==> config.mk <==
export PLATFORM = sky130hd
export DESIGN_NAME = regfile_wb_arbiter
export DESIGN_NICKNAME = d
export VERILOG_FILES = /design/src/rtl/regfile_wb_arbiter.sv
export SDC_FILE = /design/constraint.sdc
export NUM_CORES = 1
export LEC_CHECK = 0
export BUFFER_PORTS_ARGS = -buffer_cell sky130_fd_sc_hd__buf_4
export CORE_MARGIN = 5
export CORE_UTILIZATION = 30
export CTS_CLUSTER_DIAMETER = 120
export CTS_CLUSTER_SIZE = 40
export DETAILED_ROUTE_END_ITERATION = 10
export HOLD_SLACK_MARGIN = 0.08
export PLACE_DENSITY_LB_ADDON = 0.2
export SYNTH_ARGS = -nofsm -noshare
export SYNTH_HDL_FRONTEND = slang
export SYNTH_SLANG_ARGS = --single-unit
==> constraint.sdc <==
create_clock -name clk_in -period 4.6 [get_ports clk_in]
set_input_delay 0.69 -clock clk_in [delete_from_list [all_inputs] [get_ports clk_in]]
set_output_delay 0.69 -clock clk_in [all_outputs]
set_load 0.02 [all_outputs]
==> src/rtl/regfile_wb_arbiter.sv <==
// Writeback arbiter for the register file's single write port, with a
// pending-write scoreboard that decode uses for RAW hazard detection.
module regfile_wb_arbiter #(
    parameter int DATA_W = 32,
    parameter int ADDR_W = 5
) (
    input  logic                 clk_in,
    input  logic                 reset_n_in,
    input  logic                 a_valid_in,
    output logic                 a_ready_out,
    input  logic [ADDR_W-1:0]    a_addr_in,
    input  logic [DATA_W-1:0]    a_data_in,
    input  logic                 b_valid_in,
    output logic                 b_ready_out,
    input  logic [ADDR_W-1:0]    b_addr_in,
    input  logic [DATA_W-1:0]    b_data_in,
    input  logic                 rsv_valid_in,
    input  logic [ADDR_W-1:0]    rsv_addr_in,
    input  logic [ADDR_W-1:0]    rs_in,
    input  logic [ADDR_W-1:0]    rt_in,
    output logic                 rs_busy_out,
    output logic                 rt_busy_out,
    output logic [ADDR_W-1:0]    write_addr_out,
    output logic [DATA_W-1:0]    write_data_out,
    output logic                 regWrite_out,
    output logic [2**ADDR_W-1:0] pending_out
);

    localparam int NREG = 2**ADDR_W;

    logic              last_b_reg;
    logic              last_b_next;
    logic [NREG-1:0]   pending_reg;
    logic [NREG-1:0]   pending_next;
    logic [ADDR_W-1:0] write_addr_reg;
    logic [DATA_W-1:0] write_data_reg;
    logic              regwrite_reg;

    logic              grant_a;
    logic              grant_b;
    logic              grant_any;
    logic [ADDR_W-1:0] grant_addr;
    logic [DATA_W-1:0] grant_data;

    // Round-robin: on a tie, the requester not granted last wins.
    always_comb begin
        grant_a     = 1'b0;
        grant_b     = 1'b0;
        last_b_next = last_b_reg;
        if (a_valid_in && (!b_valid_in || last_b_reg)) begin
            grant_a     = 1'b1;
            last_b_next = 1'b0;
        end else if (b_valid_in) begin
            grant_b     = 1'b1;
            last_b_next = 1'b1;
        end
    end

    assign grant_any  = grant_a | grant_b;
    assign grant_addr = grant_a ? a_addr_in : b_addr_in;
    assign grant_data = grant_a ? a_data_in : b_data_in;

    // A new reservation beats the clearing write of an older producer.
    genvar gi;
    generate
        for (gi = 0; gi < NREG; gi++) begin : g_pending
            if (gi == 0) begin : g_zero
                assign pending_next[gi] = 1'b0;
            end else begin : g_entry
                assign pending_next[gi] =
                    (rsv_valid_in && rsv_addr_in == ADDR_W'(gi)) ? 1'b1 :
                    (grant_any && grant_addr == ADDR_W'(gi))     ? 1'b0 :
                    pending_reg[gi];
            end
        end
    endgenerate

    always_ff @(posedge clk_in or negedge reset_n_in) begin
        if (!reset_n_in) begin
            last_b_reg     <= 1'b1;
            pending_reg    <= '0;
            write_addr_reg <= '0;
            write_data_reg <= '0;
            regwrite_reg   <= 1'b0;
        end else begin
            last_b_reg   <= last_b_next;
            pending_reg  <= pending_next;
            regwrite_reg <= grant_any && (grant_addr != '0);
            if (grant_any) begin
                write_addr_reg <= grant_addr;
                write_data_reg <= grant_data;
            end
        end
    end

    // The in-flight term covers the one cycle where the scoreboard bit has
    // cleared but the register file has not yet absorbed the write.
    assign rs_busy_out = (rs_in != '0) &&
                         (pending_reg[rs_in] || (regwrite_reg && write_addr_reg == rs_in));
    assign rt_busy_out = (rt_in != '0) &&
                         (pending_reg[rt_in] || (regwrite_reg && write_addr_reg == rt_in));

    assign a_ready_out    = grant_a;
    assign b_ready_out    = grant_b;
    assign write_addr_out = write_addr_reg;
    assign write_data_out = write_data_reg;
    assign regWrite_out   = regwrite_reg;
    assign pending_out    = pending_reg;

endmodule

==> impl_metrics.yaml <==
cells_and_area:
  multi_input_area_um2: 2110
  nFillCells: 1295
  layout.area.seq_um2: 1750
  largest_reg_flops: 32
  final_common_cell: "buf_4"
  fin_area_um2: 5670
  utilization_pct: 43.0
  antenna_cells: 0
  finalNonFillerCells: 736
  fin_nets: 649
  drive_gt1_share_pct: 36.3
  area_growth_pct: 40.6
  final_cell_mix: "buf_4, dfrtp_1, o21ai_0"
clock_network:
  cts.repair.resized: 0
  clock-sinks: 70
  clock-root-buffer: "clkbuf_16"
  cts.htree.levels: 3
  numCtsBuffers: 9
  postCtsSetupBuffers: 0
  holdBufCountCts: 0
  path_clk_slew_ns: 0.06
  cts_buffer_depth: 2
  clk_latency_ns: 0.34
  cts_tree: "yes"
power:
  finalPower_mw: 2.39
  leakage_nw: 2.63
  cellPowerDensity_nw_per_um2: 421
  vdd_drop_max_mv: 0.175
route:
  viasPerCell: 5.22
  drtPass1Iterations: 5
  first_iter_violations: 322
  wl_per_cell_um: 18.7
  ant_nets: 0
  num_vias: 3839
  routed_wl_um: 13800
  drc: 0
sta:
  post-route-period-util_pct: 65.4
  fmax_mhz: 332
  hold_viol_final: 0
  setup_ws_ns: 1.59
  clock_skew_ns: 0.00768
  tns_ns: 0
  slew_violations: 0
  rsz0062_at_grt: "no"
  timing.hold.ws_ns: 0.473
  finalSetupViolCount: 0
  relSlewSlack_pct: 39.7
  period_needed_ns: 3.01
  worst_pin_slew_ns: 0.900
grt:
  grt_util_all_layers_pct: 17.2
  grt_pass1_vias: 3915
  antenna_found_initial: 0
  grt_first_pass_wirelength_um: 21800
  overflow: 0
  grt_max_degree: 71
synth:
  synth.distinct_cells: 53
  ys_ff_latch: 70
  synth_cells: 402
  synth_fp_nets: 496
  yosysSeqAreaShare_pct: 43.4
  ys_warn_count: 0
  netlist.area_leader.share_pct: 42.8
  avgSynthCellArea_um2: 10.0
  synthTopCellsByArea: "dfrtp_1, mux2i_1, o21ai_0"
  synth_top_cell_by_area: "dfrtp_1"
  synthesis.area_um2: 4040
place:
  globalplace.congestion: 0.835
  dpl_cell_area_um2: 5370
  pre_cts_ws_ns: 1.48
  port_buffers: 166
  placed_cells: 720
  dp_hpwl_um: 10600
worst_hold_path:
  worstHoldPathType: "input port to asynchronous set/reset pin"
floorplanning:
  initial_core_util_pct: 30.6
  rows: 42
  coreArea_um2: 13200
  dieArea_um2: 15900
  die_w_um: 126
  die_h_um: 126
  ios: 168
worst_setup_path:
  crit_path_end_kind: "output port"
  crit_path_cell_trace: "buf_4 -> mux4_1 -> mux4_2 -> o21a_1 -> buf_4"
  crit_required_ns: 3.91
  cpPeakStageDelay_ns: 0.58
  path_common_cell: "buf_4"
  critical_path.max_fanout: 12
  cp.arrival_ns: 2.32
  cp-start-kind: "input port"
  crit_type: "input port to output port"
  crit_slowest_cell: "mux4_1"
job:
  maxCapViolCount: 0
outcome:
  outcome: "finished clean"
[path summary, 6_finish.rpt]
kind                                from  slack [ns]  cells past startpoint            endpoint
max                             rs_in[0]        1.59                      5         rs_busy_out
min                           reset_n_in        0.47                      1     pending_out[20]
max reg2reg                   last_b_reg        1.97                      6      pending_out[3]
min reg2reg                   last_b_reg        0.57                      1          last_b_reg
max in group asynchronous     reset_n_in        3.55                      1  write_data_out[25]
min in group clk_in        a_data_in[18]        0.55                      3  write_data_out[18]
[area by class of cell]
type,instances,share of cell area (%)
clock inverters,7,1.28
well taps,176,3.88
inverters,10,0.706
clock buffers,9,3.97
repair buffers,166,22.0
multi-input cells,298,37.3
flip-flops and latches,70,30.9
[cells in the mapped netlist (all sizes together)]
master	number
o22a	1
nand2b	12
a22oi	2
o32a	1
clkbuf	11
mux2	2
and2	1
a221oi	1
a21bo	3
o2111ai	1
a22o	11
or4	1
nor4b	1
nor2b	7
o31a	2
xor2	8
nand3b	3
a21oi	14
o21ai	69
nor2	11
xnor2	2
a211oi	2
nor4	4
o211ai	1
nand3	8
a32o	1
buf	13
conb	1
a31oi	6
dfstp	1
o21a	2
nand2	41
o22ai	5
mux4	11
or3	3
o21bai	1
mux2i	43
nand4	6
inv	10
o31ai	8
or2	2
dfrtp	69
[metal layers]
layer  global-route usage [%]  up-vias  wire [um]
met5                        0        -          0
met4                     3.60        0        107
met3                     5.97       10       1420
met2                     26.6      185       6290
met1                     23.6     1846       5950
li1                         -     1798          -
[cells by family after synthesis]
kind of cell	count (synthesis)	share of synthesized area (%)
AOI/OAI and AO/OA	131	20.0
DFF	70	43.4
buffers and inverters	34	4.16
and+or+nand+nor	100	12.4
muxes	56	17.7
xor gates and xnor gates	10	2.17
other	1	0.0929
[report_power, final]
group,leakage (nW),internal [mW],switching (mW)
combinational,1.64,0.381,0.414
clock,0.142,0.421,0.273
sequential,0.844,0.742,0.159
total,2.63,1.54,0.846
[critical path: cells and delay by family]
family,cells,cell delay [ns]
multiplexers,2,1.06
AO/OA/AOI/OAI,1,0.21
buffers and inverters,2,0.35
Power figures use the tool's default switching activity.
